===== src/rtl/pdp8_seq_pkg.sv =====
// -----------------------------------------------------------------------------
// pdp8_seq_pkg
// Shared definitions for the PDP-8 major-cycle sequencer:
//   seq_state_t     - sequencer state encoding
//   EXEC_STEPS_MAX  - largest number of execute ck/stb pairs
//   PH_*            - bit positions of each phase output in the phase vector,
//                     shared with the fetch decoder's bench
//   phase_decode    - state -> one-hot phase vector
//   norm_steps      - execute-step count with 0 mapped to 1
// -----------------------------------------------------------------------------
package pdp8_seq_pkg;

  typedef enum logic [3:0] {
    IDLE      = 4'd0,
    FETCH_CK  = 4'd1,
    FETCH_STB = 4'd2,
    DISPATCH  = 4'd3,
    AUTO1_CK  = 4'd4,
    AUTO1_STB = 4'd5,
    AUTO2_CK  = 4'd6,
    AUTO2_STB = 4'd7,
    IND_CK    = 4'd8,
    IND_STB   = 4'd9,
    EX1_CK    = 4'd10,
    EX1_STB   = 4'd11,
    EX2_CK    = 4'd12,
    EX2_STB   = 4'd13,
    EX3_CK    = 4'd14,
    EX3_STB   = 4'd15
  } seq_state_t;

  localparam int EXEC_STEPS_MAX = 3;

  localparam int NUM_PHASES   = 14;
  localparam int PH_CK_FETCH  = 0;
  localparam int PH_STB_FETCH = 1;
  localparam int PH_CK_AUTO1  = 2;
  localparam int PH_STB_AUTO1 = 3;
  localparam int PH_CK_AUTO2  = 4;
  localparam int PH_STB_AUTO2 = 5;
  localparam int PH_CK_IND    = 6;
  localparam int PH_STB_IND   = 7;
  localparam int PH_CK1       = 8;
  localparam int PH_STB1      = 9;
  localparam int PH_CK2       = 10;
  localparam int PH_STB2      = 11;
  localparam int PH_CK3       = 12;
  localparam int PH_STB3      = 13;

  // IDLE and DISPATCH map to an all-zero vector: no phase runs there.
  function automatic logic [NUM_PHASES-1:0] phase_decode(input seq_state_t s);
    logic [NUM_PHASES-1:0] v;
    v = {NUM_PHASES{1'b0}};
    case (s)
      FETCH_CK:  v[PH_CK_FETCH]  = 1'b1;
      FETCH_STB: v[PH_STB_FETCH] = 1'b1;
      AUTO1_CK:  v[PH_CK_AUTO1]  = 1'b1;
      AUTO1_STB: v[PH_STB_AUTO1] = 1'b1;
      AUTO2_CK:  v[PH_CK_AUTO2]  = 1'b1;
      AUTO2_STB: v[PH_STB_AUTO2] = 1'b1;
      IND_CK:    v[PH_CK_IND]    = 1'b1;
      IND_STB:   v[PH_STB_IND]   = 1'b1;
      EX1_CK:    v[PH_CK1]       = 1'b1;
      EX1_STB:   v[PH_STB1]      = 1'b1;
      EX2_CK:    v[PH_CK2]       = 1'b1;
      EX2_STB:   v[PH_STB2]      = 1'b1;
      EX3_CK:    v[PH_CK3]       = 1'b1;
      EX3_STB:   v[PH_STB3]      = 1'b1;
      default:   v = {NUM_PHASES{1'b0}};
    endcase
    return v;
  endfunction

  function automatic logic [1:0] norm_steps(input logic [1:0] n);
    if (n == 2'd0) begin
      return 2'd1;
    end else begin
      return n;
    end
  endfunction

endpackage


===== src/rtl/cycle_sequencer_if.sv =====
// -----------------------------------------------------------------------------
// cycle_sequencer_if
// Control and phase-output bundle of the major-cycle sequencer.
//   run, step                - run/halt/single-step control
//   instIsIND, instIsPPIND   - decode flags, valid from DISPATCH
//   execSteps[1:0]           - execute pair count, valid in DISPATCH
//   ck*/stb* phase outputs   - one-clk phase strobes
//   instDone, halted         - instruction-end pulse and idle indicator
// master: the controller/decoder side; slave: the sequencer.
// -----------------------------------------------------------------------------
interface cycle_sequencer_if;
  logic       run;
  logic       step;
  logic       instIsIND;
  logic       instIsPPIND;
  logic [1:0] execSteps;

  logic ckFetch, stbFetch;
  logic ckAuto1, stbAuto1, ckAuto2, stbAuto2;
  logic ckInd, stbInd;
  logic ck1, stb1, ck2, stb2, ck3, stb3;
  logic instDone;
  logic halted;

  modport master (
    output run, step, instIsIND, instIsPPIND, execSteps,
    input  ckFetch, stbFetch, ckAuto1, stbAuto1, ckAuto2, stbAuto2,
    input  ckInd, stbInd, ck1, stb1, ck2, stb2, ck3, stb3,
    input  instDone, halted
  );

  modport slave (
    input  run, step, instIsIND, instIsPPIND, execSteps,
    output ckFetch, stbFetch, ckAuto1, stbAuto1, ckAuto2, stbAuto2,
    output ckInd, stbInd, ck1, stb1, ck2, stb2, ck3, stb3,
    output instDone, halted
  );
endinterface


===== src/rtl/run_control.sv =====
// -----------------------------------------------------------------------------
// run_control
// Run/step qualification at instruction boundaries.
//   idle        in   sequencer is in IDLE
//   run         in   free-run level
//   step        in   single-step pulse
//   startInst   out  leave IDLE and fetch this clk
//   continueRun out  at end of instruction, fetch the next one directly
// step only matters in IDLE with run low; it is never remembered.
// -----------------------------------------------------------------------------
module run_control (
  input  logic idle,
  input  logic run,
  input  logic step,
  output logic startInst,
  output logic continueRun
);

  // Start decision from IDLE; run dominates, step only counts while halted.
  always_comb begin
    startInst = 1'b0;
    if (idle) begin
      if (run) begin
        startInst = 1'b1;
      end else begin
        startInst = step;
      end
    end else begin
      startInst = 1'b0;
    end
  end

  // Sampled by the sequencer only on the final exec strobe, so a mid-instruction
  // drop of run lets the instruction finish before halting.
  assign continueRun = run;

endmodule


===== src/rtl/cycle_sequencer.sv =====
// -----------------------------------------------------------------------------
// cycle_sequencer
// Major-cycle timing generator for the PDP-8 core: FETCH, optional AUTO1/AUTO2
// (autoincrement pointer), optional IND, then 1..3 execute ck/stb pairs.
//   clk    in  system clock
//   reset  in  synchronous, active-low
//   bus    slave side of cycle_sequencer_if (control in, phase outputs out)
// All outputs come from flops loaded with the decode of the next state.
// -----------------------------------------------------------------------------
module cycle_sequencer
  import pdp8_seq_pkg::*;
(
  input  logic              clk,
  input  logic              reset,
  cycle_sequencer_if.slave  bus
);

  seq_state_t            state;
  seq_state_t            next_state;
  logic [1:0]            exec_cnt;
  logic [NUM_PHASES-1:0] phase;
  logic                  inst_done;
  logic                  halted_q;
  logic                  done_next;
  logic                  idle;
  logic                  start_inst;
  logic                  continue_run;

  assign idle = (state == IDLE);

  run_control u_run_control (
    .idle        (idle),
    .run         (bus.run),
    .step        (bus.step),
    .startInst   (start_inst),
    .continueRun (continue_run)
  );

  // Next-state selection; exec_cnt is already latched by the time any EXn_STB runs.
  always_comb begin
    next_state = state;
    case (state)
      IDLE:      if (start_inst) next_state = FETCH_CK; else next_state = IDLE;
      FETCH_CK:  next_state = FETCH_STB;
      FETCH_STB: next_state = DISPATCH;
      DISPATCH: begin
        if (bus.instIsPPIND) begin
          next_state = AUTO1_CK;
        end else if (bus.instIsIND) begin
          next_state = IND_CK;
        end else begin
          next_state = EX1_CK;
        end
      end
      AUTO1_CK:  next_state = AUTO1_STB;
      AUTO1_STB: next_state = AUTO2_CK;
      AUTO2_CK:  next_state = AUTO2_STB;
      AUTO2_STB: next_state = IND_CK;
      IND_CK:    next_state = IND_STB;
      IND_STB:   next_state = EX1_CK;
      EX1_CK:    next_state = EX1_STB;
      EX1_STB: begin
        if (exec_cnt > 2'd1) begin
          next_state = EX2_CK;
        end else if (continue_run) begin
          next_state = FETCH_CK;
        end else begin
          next_state = IDLE;
        end
      end
      EX2_CK:    next_state = EX2_STB;
      EX2_STB: begin
        if (exec_cnt > 2'd2) begin
          next_state = EX3_CK;
        end else if (continue_run) begin
          next_state = FETCH_CK;
        end else begin
          next_state = IDLE;
        end
      end
      EX3_CK:    next_state = EX3_STB;
      EX3_STB: begin
        if (continue_run) begin
          next_state = FETCH_CK;
        end else begin
          next_state = IDLE;
        end
      end
      default:   next_state = IDLE;
    endcase
  end

  // instDone is registered, so it is predicted from the strobe state being entered.
  always_comb begin
    done_next = 1'b0;
    case (next_state)
      EX1_STB: done_next = (exec_cnt == 2'd1);
      EX2_STB: done_next = (exec_cnt == 2'd2);
      EX3_STB: done_next = 1'b1;
      default: done_next = 1'b0;
    endcase
  end

  // State, step-count latch and registered output decode.
  always_ff @(posedge clk) begin
    if (!reset) begin
      state     <= IDLE;
      exec_cnt  <= 2'd1;
      phase     <= {NUM_PHASES{1'b0}};
      inst_done <= 1'b0;
      halted_q  <= 1'b1;
    end else begin
      state     <= next_state;
      phase     <= phase_decode(next_state);
      inst_done <= done_next;
      halted_q  <= (next_state == IDLE);
      if (state == DISPATCH) begin
        exec_cnt <= norm_steps(bus.execSteps);
      end else begin
        exec_cnt <= exec_cnt;
      end
    end
  end

  assign bus.ckFetch  = phase[PH_CK_FETCH];
  assign bus.stbFetch = phase[PH_STB_FETCH];
  assign bus.ckAuto1  = phase[PH_CK_AUTO1];
  assign bus.stbAuto1 = phase[PH_STB_AUTO1];
  assign bus.ckAuto2  = phase[PH_CK_AUTO2];
  assign bus.stbAuto2 = phase[PH_STB_AUTO2];
  assign bus.ckInd    = phase[PH_CK_IND];
  assign bus.stbInd   = phase[PH_STB_IND];
  assign bus.ck1      = phase[PH_CK1];
  assign bus.stb1     = phase[PH_STB1];
  assign bus.ck2      = phase[PH_CK2];
  assign bus.stb2     = phase[PH_STB2];
  assign bus.ck3      = phase[PH_CK3];
  assign bus.stb3     = phase[PH_STB3];
  assign bus.instDone = inst_done;
  assign bus.halted   = halted_q;

endmodule

===== src/flat_wrapper.sv =====
// flat-port wrapper written by rule: the top's interface ports become plain ports
module cycle_sequencer_flat import pdp8_seq_pkg::*;
  (clk, reset, bus_run, bus_step, bus_instIsIND, bus_instIsPPIND, bus_execSteps, bus_ckFetch, bus_stbFetch, bus_ckAuto1, bus_stbAuto1, bus_ckAuto2, bus_stbAuto2, bus_ckInd, bus_stbInd, bus_ck1, bus_stb1, bus_ck2, bus_stb2, bus_ck3, bus_stb3, bus_instDone, bus_halted);
  cycle_sequencer_if bus_i ();
  input  logic clk;
  input  logic reset;
  input wire logic [$bits(bus_i.run)-1:0] bus_run;
  input wire logic [$bits(bus_i.step)-1:0] bus_step;
  input wire logic [$bits(bus_i.instIsIND)-1:0] bus_instIsIND;
  input wire logic [$bits(bus_i.instIsPPIND)-1:0] bus_instIsPPIND;
  input wire logic [$bits(bus_i.execSteps)-1:0] bus_execSteps;
  output wire logic [$bits(bus_i.ckFetch)-1:0] bus_ckFetch;
  output wire logic [$bits(bus_i.stbFetch)-1:0] bus_stbFetch;
  output wire logic [$bits(bus_i.ckAuto1)-1:0] bus_ckAuto1;
  output wire logic [$bits(bus_i.stbAuto1)-1:0] bus_stbAuto1;
  output wire logic [$bits(bus_i.ckAuto2)-1:0] bus_ckAuto2;
  output wire logic [$bits(bus_i.stbAuto2)-1:0] bus_stbAuto2;
  output wire logic [$bits(bus_i.ckInd)-1:0] bus_ckInd;
  output wire logic [$bits(bus_i.stbInd)-1:0] bus_stbInd;
  output wire logic [$bits(bus_i.ck1)-1:0] bus_ck1;
  output wire logic [$bits(bus_i.stb1)-1:0] bus_stb1;
  output wire logic [$bits(bus_i.ck2)-1:0] bus_ck2;
  output wire logic [$bits(bus_i.stb2)-1:0] bus_stb2;
  output wire logic [$bits(bus_i.ck3)-1:0] bus_ck3;
  output wire logic [$bits(bus_i.stb3)-1:0] bus_stb3;
  output wire logic [$bits(bus_i.instDone)-1:0] bus_instDone;
  output wire logic [$bits(bus_i.halted)-1:0] bus_halted;
  assign bus_i.run = bus_run;
  assign bus_i.step = bus_step;
  assign bus_i.instIsIND = bus_instIsIND;
  assign bus_i.instIsPPIND = bus_instIsPPIND;
  assign bus_i.execSteps = bus_execSteps;
  assign bus_ckFetch = bus_i.ckFetch;
  assign bus_stbFetch = bus_i.stbFetch;
  assign bus_ckAuto1 = bus_i.ckAuto1;
  assign bus_stbAuto1 = bus_i.stbAuto1;
  assign bus_ckAuto2 = bus_i.ckAuto2;
  assign bus_stbAuto2 = bus_i.stbAuto2;
  assign bus_ckInd = bus_i.ckInd;
  assign bus_stbInd = bus_i.stbInd;
  assign bus_ck1 = bus_i.ck1;
  assign bus_stb1 = bus_i.stb1;
  assign bus_ck2 = bus_i.ck2;
  assign bus_stb2 = bus_i.stb2;
  assign bus_ck3 = bus_i.ck3;
  assign bus_stb3 = bus_i.stb3;
  assign bus_instDone = bus_i.instDone;
  assign bus_halted = bus_i.halted;
  cycle_sequencer u_core (.clk(clk), .reset(reset), .bus(bus_i));
endmodule

===== config.mk =====
export PLATFORM = sky130hd
export DESIGN_NAME = cycle_sequencer_flat
export DESIGN_NICKNAME = d
export VERILOG_FILES = /design/src/rtl/pdp8_seq_pkg.sv /design/src/rtl/cycle_sequencer_if.sv /design/src/rtl/run_control.sv /design/src/rtl/cycle_sequencer.sv /design/src/flat_wrapper.sv
export SDC_FILE = /design/constraint.sdc
export NUM_CORES = 1
export LEC_CHECK = 0
export ABC_AREA = 0
export BUFFER_PORTS_ARGS = -buffer_cell sky130_fd_sc_hd__buf_4
export CAP_MARGIN = 20
export CELL_PAD_IN_SITES_DETAIL_PLACEMENT = 1
export CELL_PAD_IN_SITES_GLOBAL_PLACEMENT = 1
export CORE_MARGIN = 2
export CORE_UTILIZATION = 37
export CTS_BUF_LIST = sky130_fd_sc_hd__clkbuf_8
export CTS_CLUSTER_DIAMETER = 150
export DETAILED_ROUTE_END_ITERATION = 12
export HOLD_SLACK_MARGIN = 0.02
export PLACE_DENSITY = 0.84
export SYNTH_ARGS = -nofsm -noshare
export SYNTH_HDL_FRONTEND = slang
export SYNTH_HIERARCHICAL = 1
export SYNTH_SLANG_ARGS = --single-unit

===== constraint.sdc =====
create_clock -name clk -period 1.5 [get_ports clk]
set_input_delay 0.45 -clock clk [delete_from_list [all_inputs] [get_ports clk]]
set_output_delay 0.45 -clock clk [all_outputs]
set_load 0.02 [all_outputs]

==> summary.md <==
| Metric | Value |
|---|---|
| Critical path type | reg -> reg |
| Initial antenna violation count | 0 |
| ANT cells | 0 |
| Max FO, Critical Path | 7 |
| EDFF count, synth | 0 |
| CP max stage cell | or4b_4 |
| Yosys cell types | 38 |
| Share of cells above drive strength 1 | 50.77% |
| Routability cong. | 0.7854 |
| Slowest cell delay on critical path | 0.54 ns |
| Die ar. | 3050 um2 |
| IO Count | 24 |
| Fin crit share | 101.8% |
| Cell Area, Synth | 970.9 um2 |
| Residual DRC count | 0 |
| Routed wire length | 2777 um |
| Max-slew violations | 0 |
| WP data required | 1.70 ns |
| Clk buf depth | 2 |
| Number of global-route vias before repair | 818 |
| Fmax | 654.6 MHz |
| Endpoints failing hold | 0 |
| Critical Path Start Type | flip-flop |
| CTS root buffer | clkbuf_8 |
| CTS H-tree lvls | 1 |
| Ys flop type | dfxtp_1 |
| Layout area overhead | 47.68% |
| Num CTS Buffers | 3 |
| Clk slew on worst S/H paths | 0.08 ns |
| Post-layout util | 57.88% |
| Largest net degree at the start of global routing | 12 |
| Syn nets | 107 |
| Congestion Overflow GR | 0 |
| Number of synthesized register bits | 22 |
| Setup violators final | 3 |
| Power Dens Cells | 1275 nW/um2 |
| Post-DRT Antenna Nets | 0 |
| Nets@finish | 140 |
| YS warnings | 6 |
| Hold Path Class | in -> reg |
| R2R Setup Slk | -0.03 ns |
| Setup ws final | -0.02769 ns |
| Routed WL per cell | 17.36 um |
| Site row count | 18 |
| Slew @ Worst Pin | 0.3892 ns |
| Clock Skews | 0.004651 ns |
| GRT Resource Usage Total | 17.11% |
| Endpoint class of the critical path | flip-flop |
| Die extent in x | 55.23 um |
| Clock latency on the worst-skew pair | 0.26 ns |
| Vias per cell | 5.531 |
| Lkg Pwr | 0.5640 nW |
| WHS Path Cells | 2 |
| Detailed Routing Iterations Pass 1 | 4 |
| Crit Reg-Reg Endpoint | u_core/phase[0] |
| Ys async rst share | 0% |
| WHS Endpoint | u_core/bus.halted |
| Relative slew slack | 73.70% |
| CP arrival | 1.73 ns |
| R2r startpoint | u_core/state[3] |
| Hold_sp | reset |
| Failing checks | negative setup slack |
| Iter 0 DRT Violations | 18 |
| Max-cap violations | 0 |
| Setup total negative slack | -0.05409 ns |
| Clock sink total | 22 |
| Post-Syn Area per Cell | 9.807 um2 |
| Die H | 55.23 um |
| Core Region | 2477 um2 |
| CTS tree | done |
| VDD IR-drop max | 0.0007227 V |
| RSZ-0062 raised after global routing | yes |
| First-pass GRT wire length | 4098 um |
| Final HPWL DP | 1860 um |
| R2R cell count | 4 |
| Input/output buffers | 23 |
| Worst path cell trace | mux2i_4 -> o2bb2ai_4 -> or4b_4 -> nor3_2 |
| Initial Util | 39.19% |
| Min cycle time layout | 1.528 ns |
| Outcome | complete, but fails checks |
| Mapped Cells | 99 |
| Sequential share of the synthesized area | 45.36% |
| Routed vias | 885 |
| Post-CTS Hold Fix Bufs | 0 |
==> placed cells by master (no fill, tap or decap), types with 2 or more instances in the layout <==
master	count
dfxtp_1	17
clkbuf_8	3
and3b_1	2
nand4bb_4	2
o21a_1	3
nand2_1	3
nor3_1	3
nand3b_1	3
nor2_1	8
o21ai_2	2
buf_4	35
nor3_2	5
nor2b_1	3
dfxtp_4	4
and2_1	2
o211ai_1	3
inv_1	3
nor4_4	2
==> registers in the layout, summed over array words and instances (netlist names) <==
register and flops:
u_core/bus.halted 1, u_core/phase 14, u_core/state 4, u_core/exec_cnt 2
u_core/bus.instDone 1
==> layer usage <==
layer | wire length, um | global-route usage [%] | vias to the layer above
met5 | 0 | 0 | -
met4 | 90 | 8.014 | 0
met3 | 133 | 3.279 | 9
met2 | 1467 | 29.42 | 30
met1 | 1086 | 20.38 | 427
li1 | - | - | 419
==> layout make-up <==
| class | instances | area [um2] |
|---|---|---|
| clock buffer | 3 | 41.29 |
| fill | 293 | 1044 |
| inverter | 3 | 11.26 |
| multi-input combinational | 66 | 613.1 |
| sequential | 22 | 456.7 |
| tap | 30 | 37.54 |
| timing repair buffer | 36 | 274.0 |
==> per-stage QoR <==
step | setup WS (ns) | cell area [um2] | hold slack (ns) | total power, mW | cells
6_report | -0.02769 | 1434 | 0.4528 | 1.828 | 160
5_1_grt | -0.1124 | 1434 | 0.4678 | 1.920 | 160
4_1_cts | -0.01363 | 1315 | 0.4251 | 1.690 | 158
3_5_place_dp | -0.1974 | 1201 | 0.5577 | 1.254 | 155
3_3_place_gp | -0.1198 | 1201 | 0.5533 | 1.233 | 155
2_1_floorplan | 0.05131 | 970.9 | 0.5417 | 1.097 | 99
==> kinds of logic after synthesis <==
kind of cell	Yosys count	synth area share, %
AOI/OAI and AO/OA	21	16.88
buffers and inverters	11	7.602
DFF	22	45.36
muxes	2	2.062
and+or+nand+nor	43	28.09
==> report_power, final <==
part	total, mW	leakage, nW	internal (mW)	switching [mW]
Sequential	0.717	0.182	0.650	0.0673
Clock	0.368	0.0216	0.180	0.188
Combinational	0.743	0.361	0.335	0.408
==> worst max-delay path, delay by kind of cell (launching register included) <==
kind / cells / cell delay [ns]
AOI/OAI and AO/OA: 1 / 0.13
DFF: 1 / 0.41
muxes: 1 / 0.27
and+or+nand+nor: 2 / 0.65
==> timing repair <==
action,in CTS,in global routing
endpoints found under the setup margin,14,17
pin swaps,0,8
buffers inserted,0,2
gates resized for setup,16,20
cloned,0,0
==> worst max path at each step <==
stage / from / end / slack [ns]
global placement: u_core/state[1] / u_core/bus.instDone / -0.12
global route: u_core/state[0] / u_core/phase[11] / -0.11
floorplan: u_core/state[2] / u_core/bus.halted / 0.05
CTS: u_core/state[1] / u_core/phase[2] / -0.01
detailed placement: u_core/state[0] / u_core/bus.instDone / -0.20
finish: u_core/state[3] / u_core/phase[0] / -0.03
==> synthesized netlist by cell type (2+ instances only) <==
cell,count,share of area [%]
nand4bb_1,3,3.5
o21ai_0,3,1.5
o211ai_1,3,2.3
nor3_1,7,3.6
o22ai_1,2,1.3
nand2_1,4,1.5
buf_4,2,1.5
nor2b_1,3,1.9
buf_6,3,3.5
dfxtp_1,22,45
nor2_1,8,3.1
buf_2,2,1.0
and2_1,2,1.3
and3b_1,2,1.8
nand3b_1,3,2.3
inv_1,3,1.2
o21a_1,3,2.3
mux2i_1,2,2.1
nor4_1,3,1.9
(Power assumes the default switching activity.)
